**src/rtl/cmul_pkg.sv**
```systemverilog
// ============================================================================
// Module      : cmul_pkg
// Description : Shared types and constants for the sequential complex
//               multiplier (state encoding, default operand width).
// Revision    : 1.0 - initial release
// ============================================================================
`default_nettype none

package cmul_pkg;

  // Default operand width. The datapath sub-modules are sized for 16 bits.
  localparam int CMUL_W = 16;

  // One state per multiplier pass, plus the result and handshake states.
  typedef enum logic [2:0] {
    IDLE = 3'd0,
    AC   = 3'd1,
    BD   = 3'd2,
    AD   = 3'd3,
    BC   = 3'd4,
    SUM  = 3'd5,
    OUT  = 3'd6
  } state_t;

endpackage : cmul_pkg

`default_nettype wire

```
**src/rtl/cla32.sv**
```systemverilog
// ============================================================================
// Module      : cla32
// Description : 32-bit adder built from eight 4-bit carry-lookahead groups
//               with rippled group carries.
// Revision    : 1.0 - initial release
// ============================================================================
`default_nettype none

module cla32 (
  input  logic [31:0] a,
  input  logic [31:0] b,
  input  logic        cin,
  output logic [31:0] s,
  output logic        cout
);

  logic [31:0] g;
  logic [31:0] p;
  logic [8:0]  gc;

  assign g     = a & b;
  assign p     = a ^ b;
  assign gc[0] = cin;
  assign cout  = gc[8];

  // Each group resolves its internal carries in parallel from its own
  // generate/propagate terms and the incoming group carry.
  generate
    for (genvar k = 0; k < 8; k++) begin : g_grp
      logic [3:0] gg;
      logic [3:0] pp;
      logic       c0;
      logic       c1;
      logic       c2;
      logic       c3;

      assign gg = g[4*k +: 4];
      assign pp = p[4*k +: 4];
      assign c0 = gc[k];
      assign c1 = gg[0] | (pp[0] & c0);
      assign c2 = gg[1] | (pp[1] & gg[0]) | (pp[1] & pp[0] & c0);
      assign c3 = gg[2] | (pp[2] & gg[1]) | (pp[2] & pp[1] & gg[0])
                | (pp[2] & pp[1] & pp[0] & c0);
      assign gc[k + 1] = gg[3] | (pp[3] & gg[2]) | (pp[3] & pp[2] & gg[1])
                       | (pp[3] & pp[2] & pp[1] & gg[0])
                       | (pp[3] & pp[2] & pp[1] & pp[0] & c0);
      assign s[4*k +: 4] = pp ^ {c3, c2, c1, c0};
    end
  endgenerate

endmodule : cla32

`default_nettype wire

```
**src/rtl/fs32.sv**
```systemverilog
// ============================================================================
// Module      : fs32
// Description : 32-bit ripple full subtractor, d = a - b - bin, with
//               borrow-out.
// Revision    : 1.0 - initial release
// ============================================================================
`default_nettype none

module fs32 (
  input  logic [31:0] a,
  input  logic [31:0] b,
  input  logic        bin,
  output logic [31:0] d,
  output logic        bout
);

  logic [32:0] borrow;

  assign borrow[0] = bin;
  assign bout      = borrow[32];

  // One full-subtractor cell per bit; borrow ripples from LSB to MSB.
  generate
    for (genvar i = 0; i < 32; i++) begin : g_bit
      assign d[i]          = a[i] ^ b[i] ^ borrow[i];
      assign borrow[i + 1] = (~a[i] & b[i]) | (~(a[i] ^ b[i]) & borrow[i]);
    end
  endgenerate

endmodule : fs32

`default_nettype wire

```
**src/rtl/vedic16.sv**
```systemverilog
// ============================================================================
// Module      : vedic16
// Description : 16x16 unsigned multiplier, vertical/crosswise (vedic)
//               composition of four 8x8 partial products.
// Revision    : 1.0 - initial release
// ============================================================================
`default_nettype none

module vedic16 (
  input  logic [15:0] a,
  input  logic [15:0] b,
  output logic [31:0] p
);

  logic [15:0] pp_ll;
  logic [15:0] pp_lh;
  logic [15:0] pp_hl;
  logic [15:0] pp_hh;
  logic [16:0] cross_sum;

  // Vertical (ll, hh) and crosswise (lh, hl) 8x8 products, then merge the
  // crosswise pair at bit 8 on top of the concatenated vertical products.
  always_comb begin
    pp_ll     = a[7:0]  * b[7:0];
    pp_lh     = a[7:0]  * b[15:8];
    pp_hl     = a[15:8] * b[7:0];
    pp_hh     = a[15:8] * b[15:8];
    cross_sum = {1'b0, pp_lh} + {1'b0, pp_hl};
    p         = {pp_hh, pp_ll} + {7'd0, cross_sum, 8'd0};
  end

endmodule : vedic16

`default_nettype wire

```
**src/rtl/cmul_seq.sv**
```systemverilog
// ============================================================================
// Module      : cmul_seq
// Description : Sequential complex multiplier. One shared 16x16 multiplier
//               forms the four cross products over four cycles; the real
//               part goes through fs32, the imaginary part through cla32.
// Revision    : 1.0 - initial release
// ============================================================================
`default_nettype none

module cmul_seq
  import cmul_pkg::*;
(
  input  logic                clk,
  input  logic                rst_n,
  input  logic                in_valid,
  output logic                in_ready,
  input  logic [CMUL_W-1:0]   ar,
  input  logic [CMUL_W-1:0]   ai,
  input  logic [CMUL_W-1:0]   br,
  input  logic [CMUL_W-1:0]   bi,
  output logic                out_valid,
  input  logic                out_ready,
  output logic [2*CMUL_W-1:0] re,
  output logic                re_neg,
  output logic [2*CMUL_W:0]   im
);

  state_t state;
  state_t state_n;

  logic [CMUL_W-1:0]   op_ar;
  logic [CMUL_W-1:0]   op_ai;
  logic [CMUL_W-1:0]   op_br;
  logic [CMUL_W-1:0]   op_bi;
  logic [2*CMUL_W-1:0] p_ac;
  logic [2*CMUL_W-1:0] p_bd;
  logic [2*CMUL_W-1:0] p_ad;
  logic [2*CMUL_W-1:0] p_bc;

  logic [CMUL_W-1:0]   mul_a;
  logic [CMUL_W-1:0]   mul_b;
  logic [2*CMUL_W-1:0] mul_p;
  logic [2*CMUL_W-1:0] sub_d;
  logic                sub_bout;
  logic [2*CMUL_W-1:0] add_s;
  logic                add_c;

  assign in_ready = (state == IDLE);

  // State register; reset aborts any transaction in flight.
  always_ff @(posedge clk or negedge rst_n) begin
    if (!rst_n) state <= IDLE;
    else        state <= state_n;
  end

  // Next-state: fixed walk through the four multiply passes, then hold in
  // OUT until the consumer takes the result.
  always_comb begin
    state_n = state;
    case (state)
      IDLE:    if (in_valid) state_n = AC;
      AC:      state_n = BD;
      BD:      state_n = AD;
      AD:      state_n = BC;
      BC:      state_n = SUM;
      SUM:     state_n = OUT;
      OUT:     if (out_ready) state_n = IDLE;
      default: state_n = IDLE;
    endcase
  end

  // Operand mux for the shared multiplier, selected by the current pass.
  always_comb begin
    mul_a = '0;
    mul_b = '0;
    case (state)
      AC:      begin mul_a = op_ar; mul_b = op_br; end
      BD:      begin mul_a = op_ai; mul_b = op_bi; end
      AD:      begin mul_a = op_ar; mul_b = op_bi; end
      BC:      begin mul_a = op_ai; mul_b = op_br; end
      default: begin mul_a = '0;    mul_b = '0;    end
    endcase
  end

  vedic16 u_mul (
    .a (mul_a),
    .b (mul_b),
    .p (mul_p)
  );

  fs32 u_sub (
    .a    (p_ac),
    .b    (p_bd),
    .bin  (1'b0),
    .d    (sub_d),
    .bout (sub_bout)
  );

  cla32 u_add (
    .a    (p_ad),
    .b    (p_bc),
    .cin  (1'b0),
    .s    (add_s),
    .cout (add_c)
  );

  // Operand capture, per-pass product capture and result/valid registers.
  // Results are only written in SUM, so they stay frozen through OUT.
  always_ff @(posedge clk or negedge rst_n) begin
    if (!rst_n) begin
      op_ar     <= '0;
      op_ai     <= '0;
      op_br     <= '0;
      op_bi     <= '0;
      p_ac      <= '0;
      p_bd      <= '0;
      p_ad      <= '0;
      p_bc      <= '0;
      re        <= '0;
      re_neg    <= 1'b0;
      im        <= '0;
      out_valid <= 1'b0;
    end else begin
      if (state == IDLE && in_valid) begin
        op_ar <= ar;
        op_ai <= ai;
        op_br <= br;
        op_bi <= bi;
      end
      if (state == AC) p_ac <= mul_p;
      if (state == BD) p_bd <= mul_p;
      if (state == AD) p_ad <= mul_p;
      if (state == BC) p_bc <= mul_p;
      if (state == SUM) begin
        re        <= sub_d;
        re_neg    <= sub_bout;
        im        <= {add_c, add_s};
        out_valid <= 1'b1;
      end else if (state == OUT && out_ready) begin
        out_valid <= 1'b0;
      end
    end
  end

endmodule : cmul_seq

`default_nettype wire

```
**config.mk**
```make
export PLATFORM = sky130hd
export DESIGN_NAME = cmul_seq
export DESIGN_NICKNAME = d
export VERILOG_FILES = /design/src/rtl/cmul_pkg.sv /design/src/rtl/cla32.sv /design/src/rtl/fs32.sv /design/src/rtl/vedic16.sv /design/src/rtl/cmul_seq.sv
export SDC_FILE = /design/constraint.sdc
export NUM_CORES = 1
export LEC_CHECK = 0
export ABC_AREA = 1
export BUFFER_PORTS_ARGS = -buffer_cell sky130_fd_sc_hd__buf_2
export CORE_ASPECT_RATIO = 0.6
export CORE_MARGIN = 4
export CORE_UTILIZATION = 50
export DETAILED_ROUTE_END_ITERATION = 10
export PLACE_DENSITY = 0.71
export SETUP_SLACK_MARGIN = 0.05
export SYNTH_ARGS = -nofsm -noshare
export SYNTH_HDL_FRONTEND = slang
export SYNTH_HIERARCHICAL = 1
export SYNTH_SLANG_ARGS = --single-unit
```
**constraint.sdc**
```tcl
create_clock -name clk -period 38.2 [get_ports clk]
set_input_delay 9.55 -clock clk [delete_from_list [all_inputs] [get_ports clk]]
set_output_delay 9.55 -clock clk [all_outputs]
set_load 0.1 [all_outputs]
```
# Word-level counts from Yosys, hierarchy flattened
# Cells that the tools add are included.
[totals] in_bits=68 output_inout_bits=68 reg_bits=262 elab_cells=470
[classes] n_mul=4 addsub=2 n_reduce_logical=9 eq_ne=8 n_bitwise=427 muxes=7
[ops] operator="$and 1x1->1" count=184
[ops] operator="$or 1x1->1" count=107
[ops] operator="$mul 8x8->16" count=4
[ops] operator="$pmux 16 s2" count=2
[ops] operator="$not 1->1" count=63
[ops] operator="$xor 1x1->1" count=63
[ops] operator="$add 32x25->32" count=1
[ops] operator="$and 32x32->32" count=1
[ops] operator="$xor 32x32->32" count=1
[ops] operator="$xor 4x4->4" count=8
[ops] operator="$pmux 3 s7" count=1
[ops] operator="$add 16x16->17" count=1
[ops] operator="$eq 3x3->1 const B" count=3
[ops] operator="$reduce_or 2->1" count=4
[ops] operator="$eq 3x2->1 const B" count=2
[ops] operator="$mux 3" count=2
[ops] operator="$ne 2x2->1 const B" count=2
[ops] operator="$eq 3x1->1 const B" count=1
[ops] operator="$logic_not 3->1" count=1
[ops] operator="$logic_and 1x1->1" count=2
[ops] operator="$mux 1" count=2
[ops] operator="$reduce_and 2->1" count=1
[ops] operator="$reduce_bool 2->1" count=1

# Longest topological paths before layout
[logic_depth] depth_word=64 depth_mapped=44 mapped_depth_nobuf=41

# By module
# Netlist, hierarchy kept.
[modules_own_cells] mod="cmul_seq" area_per_inst_um2=10628.9 seq_area_each_um2=6556.3 n_inst=1 cells_each=1130
[modules_own_cells] mod="vedic16" area_per_inst_um2=10197.3 seq_area_each_um2=0.0 n_inst=1 cells_each=1474
[modules_own_cells] mod="cla32" area_per_inst_um2=1358.8 seq_area_each_um2=0.0 n_inst=1 cells_each=185
[modules_own_cells] mod="fs32" area_per_inst_um2=888.4 seq_area_each_um2=0.0 n_inst=1 cells_each=98

# Worst setup path after synthesis
# No wires, ideal clock.
[synth_path] path_type="register to register" startpoint="reg p_bd[0]" endpoint="reg re[31]" period_less_slack_ns=12.676 stages_incl_launch_ff=38 required_ns=38.070 path_buffers=0 path_slack_ns=25.524 setup_ns=0.130 arrival_time_ns=12.546 cell_sequence="dfrtp_1 > inv_1 > fa_1 > inv_1 > fa_1 > fa_1 > fa_1 > fa_1 > fa_1 > fa_1 > fa_1 > fa_1 > fa_1 > fa_1 > fa_1 > fa_1 > fa_1 > fa_1 > (+2 left out) > fa_1 > fa_1 > fa_1 > fa_1 > fa_1 > fa_1 > fa_1 > fa_1 > fa_1 > fa_1 > fa_1 > fa_1 > fa_1 > fa_1 > inv_1 > fa_1 > inv_1 > o21ai_0"
[synth_between] elab_chain_len=62
[synth_lines] item="from (decl)" line_no="cmul_seq.sv:36" rtl="logic [2*CMUL_W-1:0] p_bd;"
[synth_lines] item="from (signal assigned)" line_no="cmul_seq.sv:131" rtl="if (state == BD) p_bd <= mul_p;"
[synth_lines] item="$and 1x1->1 (2 in series)" line_no="fs32.sv:26" rtl="assign borrow[i + 1] = (~a[i] & b[i]) | (~(a[i] ^ b[i]) & borrow[i]);"
[synth_lines] item="$or 1x1->1" line_no="fs32.sv:26"
[synth_lines] item="$and 1x1->1" line_no="fs32.sv:26"
[synth_lines] item="$or 1x1->1" line_no="fs32.sv:26"
[synth_lines] item="$and 1x1->1" line_no="fs32.sv:26"
[synth_lines] item="$or 1x1->1" line_no="fs32.sv:26"
[synth_lines] item="$and 1x1->1" line_no="fs32.sv:26"
[synth_lines] item="$or 1x1->1" line_no="fs32.sv:26"
[synth_lines] item="(+46 left out)"
[synth_lines] item="$and 1x1->1" line_no="fs32.sv:26"
[synth_lines] item="$or 1x1->1" line_no="fs32.sv:26"
[synth_lines] item="$and 1x1->1" line_no="fs32.sv:26"
[synth_lines] item="$or 1x1->1" line_no="fs32.sv:26"
[synth_lines] item="$and 1x1->1" line_no="fs32.sv:26"
[synth_lines] item="$or 1x1->1" line_no="fs32.sv:26"
[synth_lines] item="$xor 1x1->1" line_no="fs32.sv:25" rtl="assign d[i] = a[i] ^ b[i] ^ borrow[i];"
[synth_lines] item="via sub_d[31]" line_no="cmul_seq.sv:43" rtl="logic [2*CMUL_W-1:0] sub_d;"
[synth_lines] item="to (signal assigned)" line_no="cmul_seq.sv:135" rtl="re <= sub_d;"
[synth_lines] item="to (decl)" line_no="cmul_seq.sv:23" rtl="output logic [2*CMUL_W-1:0] re,"
# The timed path passes the listed nets, and every way through them passes these cells.
# A chain may end at the register's enable or synchronous reset.

# Worst setup path after layout
# Ends and elaborated chain as after synthesis.

==> run summary <==
The total of buffers placed on input and output ports came out at 135. After clock tree synthesis, the clock-pin slew on the worst setup and hold paths is 0.06 ns. The post-CTS setup buffer count came out at 0. The final count of hold timing violations came out at 0.

The cell type with the largest total area after synthesis is dfrtp_1. The y dimension of the die is 174 um. The slew at the pin closest to its max-slew limit is 1.13 ns. Fill cells in the final layout number 4162. In the final routed layout, each cell accounts on average for 14.2 um. The count of pins over their slew limit is 0. After layout, the worst path uses 34.6% of the clock period.

Setup violations remaining at the end of the flow were counted as 0. The CTS H-tree depth came out at 1. 0 antenna diodes ended up in the layout. The clock network latency to the later pin of the worst-skew pair came out at 0.57 ns. The initial utilization of the core area, before any placement, comes to 51.1%.

The number of gates resized after cts is 0. In the synthesized netlist, the number of instances is 2887. The worst setup path is of the reg -> reg kind. Data on the critical path arrives at its endpoint at 13.62 ns.

Setup repair after global routing left no endpoint under its margin. The share of the Yosys chip area taken by registers is 28.4%. Across the run, the number of max-cap violations was 0.

The maximum fanout along the worst path is 2. The Yosys warning count came out at 6. The setup check on the worst reg-to-reg path leaves a slack of 24.98 ns.

Entering global routing, the biggest net connects 129 pins. The number of buffers between clock root and the deepest sink is 3. Global routing finished with a remaining overflow of 0. The run finished with clean final reports. The hold path endpoint is re[1].

The area of the core is 45200 um^2. The worst setup path is launched from a flop. Buffers inserted during clock tree synthesis total 27.

The worst-case reg-to-reg path depth is 37. The number of nets at the end of the flow is 3398. The startpoint of the worst-slack reg-to-reg timing path is p_bd[0]. Prior to clock tree synthesis, the placed netlist has a worst setup slack of 24.92 ns.

The number of iterations in the first detailed-routing pass is 6. The library cell contributing the largest single delay on the critical path is fa_1. The total DRC errors in the routed layout is 0. The number of rows in the core area is 60.

The peak clock frequency supported by timing is 75.6 MHz. The detail route stage leaves a number of antenna-violating nets equal to 0. In this run, post-CTS hold repair placed 0 buffers. In the post-synthesis netlist, the biggest area contributors are dfrtp_1 28%, fa_1 18%, nand2_1 13%. The cell chosen for the clock root is clkbuf_16. Leaving out fill and tap cells, the most frequent cell in the layout is nand2_1. The number of global-route vias before repair is 18700.

The path category of the worst min-delay check is reg -> reg. Cells with a size suffix above 1 make up 9.08% of the layout. The relative max-transition margin is 24.3%.

The floorplan die width came out at 285 um. The cell depth of the worst hold path came out at 2. The longest individual stage delay on the worst path came out at 0.41 ns. The initial antenna violation count is 0. The worst path needs 13.22 ns of the cycle, external delays included. Summed over its instances, the top area cell type makes up 28.4% of the synthesized netlist area. The worst path setup slack after routing is 24.98 ns. The clock net in this run drives a total of 262 sinks. Leaving out fill and tap cells, the most frequent cells in the layout are 770 x nand2_1, 710 x inv_1, 262 x dfrtp_1. The critical path required time is 38.60 ns. The average via count per standard cell is 4.90. The floorplan step defined a die boundary enclosing 49800 um^2.

The count of cell types in the netlist came out at 46. In this run the critical register-to-register path is captured at re[31]. The congestion estimate from routability-driven global placement came to 0.858. The post-synth design cell area came out at 23100 um^2. In the global route stage, overall resource usage came out at 21.2%. The number of DRC markers in iteration 0 is 1228.

The dominant cell type by count on the critical path is fa_1. The launch instance of the worst min-delay path is re[1]. The wire length of the first global-routing pass is 89.2 mm. The average footprint of a synthesized cell came out at 7.99 um^2. In this run, synthesis produced a sequential element count of 262. For this design the top-level I/O count stands at 136.

The detailed-placement wirelength estimate is 38.7 mm. The detailed-route via count is 17500. The worst clock skew is 0.0207 ns. The area growth from synthesis to final layout is 7.29%. The routed wire length came out at 50.7 mm. The accumulated negative setup slack came out at 0 ns. The worst setup path is captured at a flop. TritonCTS built the clock tree.
-- routing by layer --
layer  track usage, %  routed length, um
met3             3.58               2620
met5                0                  0
met4             4.78                958
met1             28.8              22900
met2             36.0              24100
-- flip-flops by register name (all words and copies together) (netlist names) --
signal,flops
im,33
op_ai,16
op_ar,16
op_bi,16
op_br,16
out_valid,1
p_ac,32
p_ad,32
p_bc,32
p_bd,32
re,32
re_neg,1
state,3
-- per-stage QoR --
step                instance area [um^2]  hold WS [ns]  cells  util [%]
floorplan                          23100         0.453   2889         -
global placement                   23900         0.461   3525      52.8
detailed placement                 23900         0.469   3525      52.8
CTS                                24800         0.483   3572      54.8
global route                       24800         0.497   3572      54.8
finish                             24800         0.477   3572      54.8
-- area by class of cell --
cell class / count / area, um^2 / share of cell area (%)
Multi-Input combinational cell: 1785 / 13100 / 52.9
Tap cell: 620 / 776 / 3.13
Timing Repair Buffer: 143 / 746 / 3.01
Sequential cell: 262 / 6560 / 26.5
Clock inverter: 11 / 136 / 0.551
Inverter: 715 / 2690 / 10.9
Clock buffer: 36 / 749 / 3.03
-- worst max-delay path, delay by kind of cell (launching register included) --
kind            cells  cell delay [ns]
fa+ha+maj          32            12.36
buf+inv             4             0.25
compound gates      1             0.09
flops               1             0.38
-- worst max path at each step --
| stage | end | depth (start not counted) | from | slack, ns |
|---|---|---|---|---|
| final | re[31] | 37 | p_bd[0] | 24.98 |
| after global placement | re[31] | 37 | p_bd[0] | 25.15 |
| after detailed placement | re[31] | 37 | p_bd[0] | 24.92 |
| after floorplan | re[31] | 37 | p_bd[0] | 25.52 |
| after CTS | re[31] | 37 | p_bd[0] | 24.90 |
| after global routing | re[31] | 37 | p_bd[0] | 24.61 |
-- cells in the mapped netlist, drive strengths merged --
library cell,instances
a211oi,1
a21o,5
a21oi,60
a31o,1
a31oi,6
a41oi,1
and2,2
and3,2
buf,53
clkbuf,74
clkinv,1
conb,1
dfrtp,262
fa,210
ha,186
inv,714
nand2,799
nand3,79
nand3b,2
nand4,11
nor2,51
nor3,9
o2111ai,1
o21ai,275
o21bai,8
o31ai,2
or2,2
xnor2,23
xor2,46
-- logic make-up (layout without fill, tap and decap cells) --
group | count (synthesis) | count (layout) | synth area share, %
AO/OA/AOI/OAI | 360 | 360 | 8.60
XOR/XNOR | 69 | 69 | 2.62
adder cells (fa/ha/maj) | 396 | 396 | 28.3
buffers and inverters | 842 | 905 | 14.9
flip-flops | 262 | 262 | 28.4
other | 1 | 3 | 0.0163
AND/OR/NAND/NOR | 957 | 957 | 17.2
Power is not shown: default switching activity piles up to over one toggle a cycle in this logic, so the estimate is an artifact.
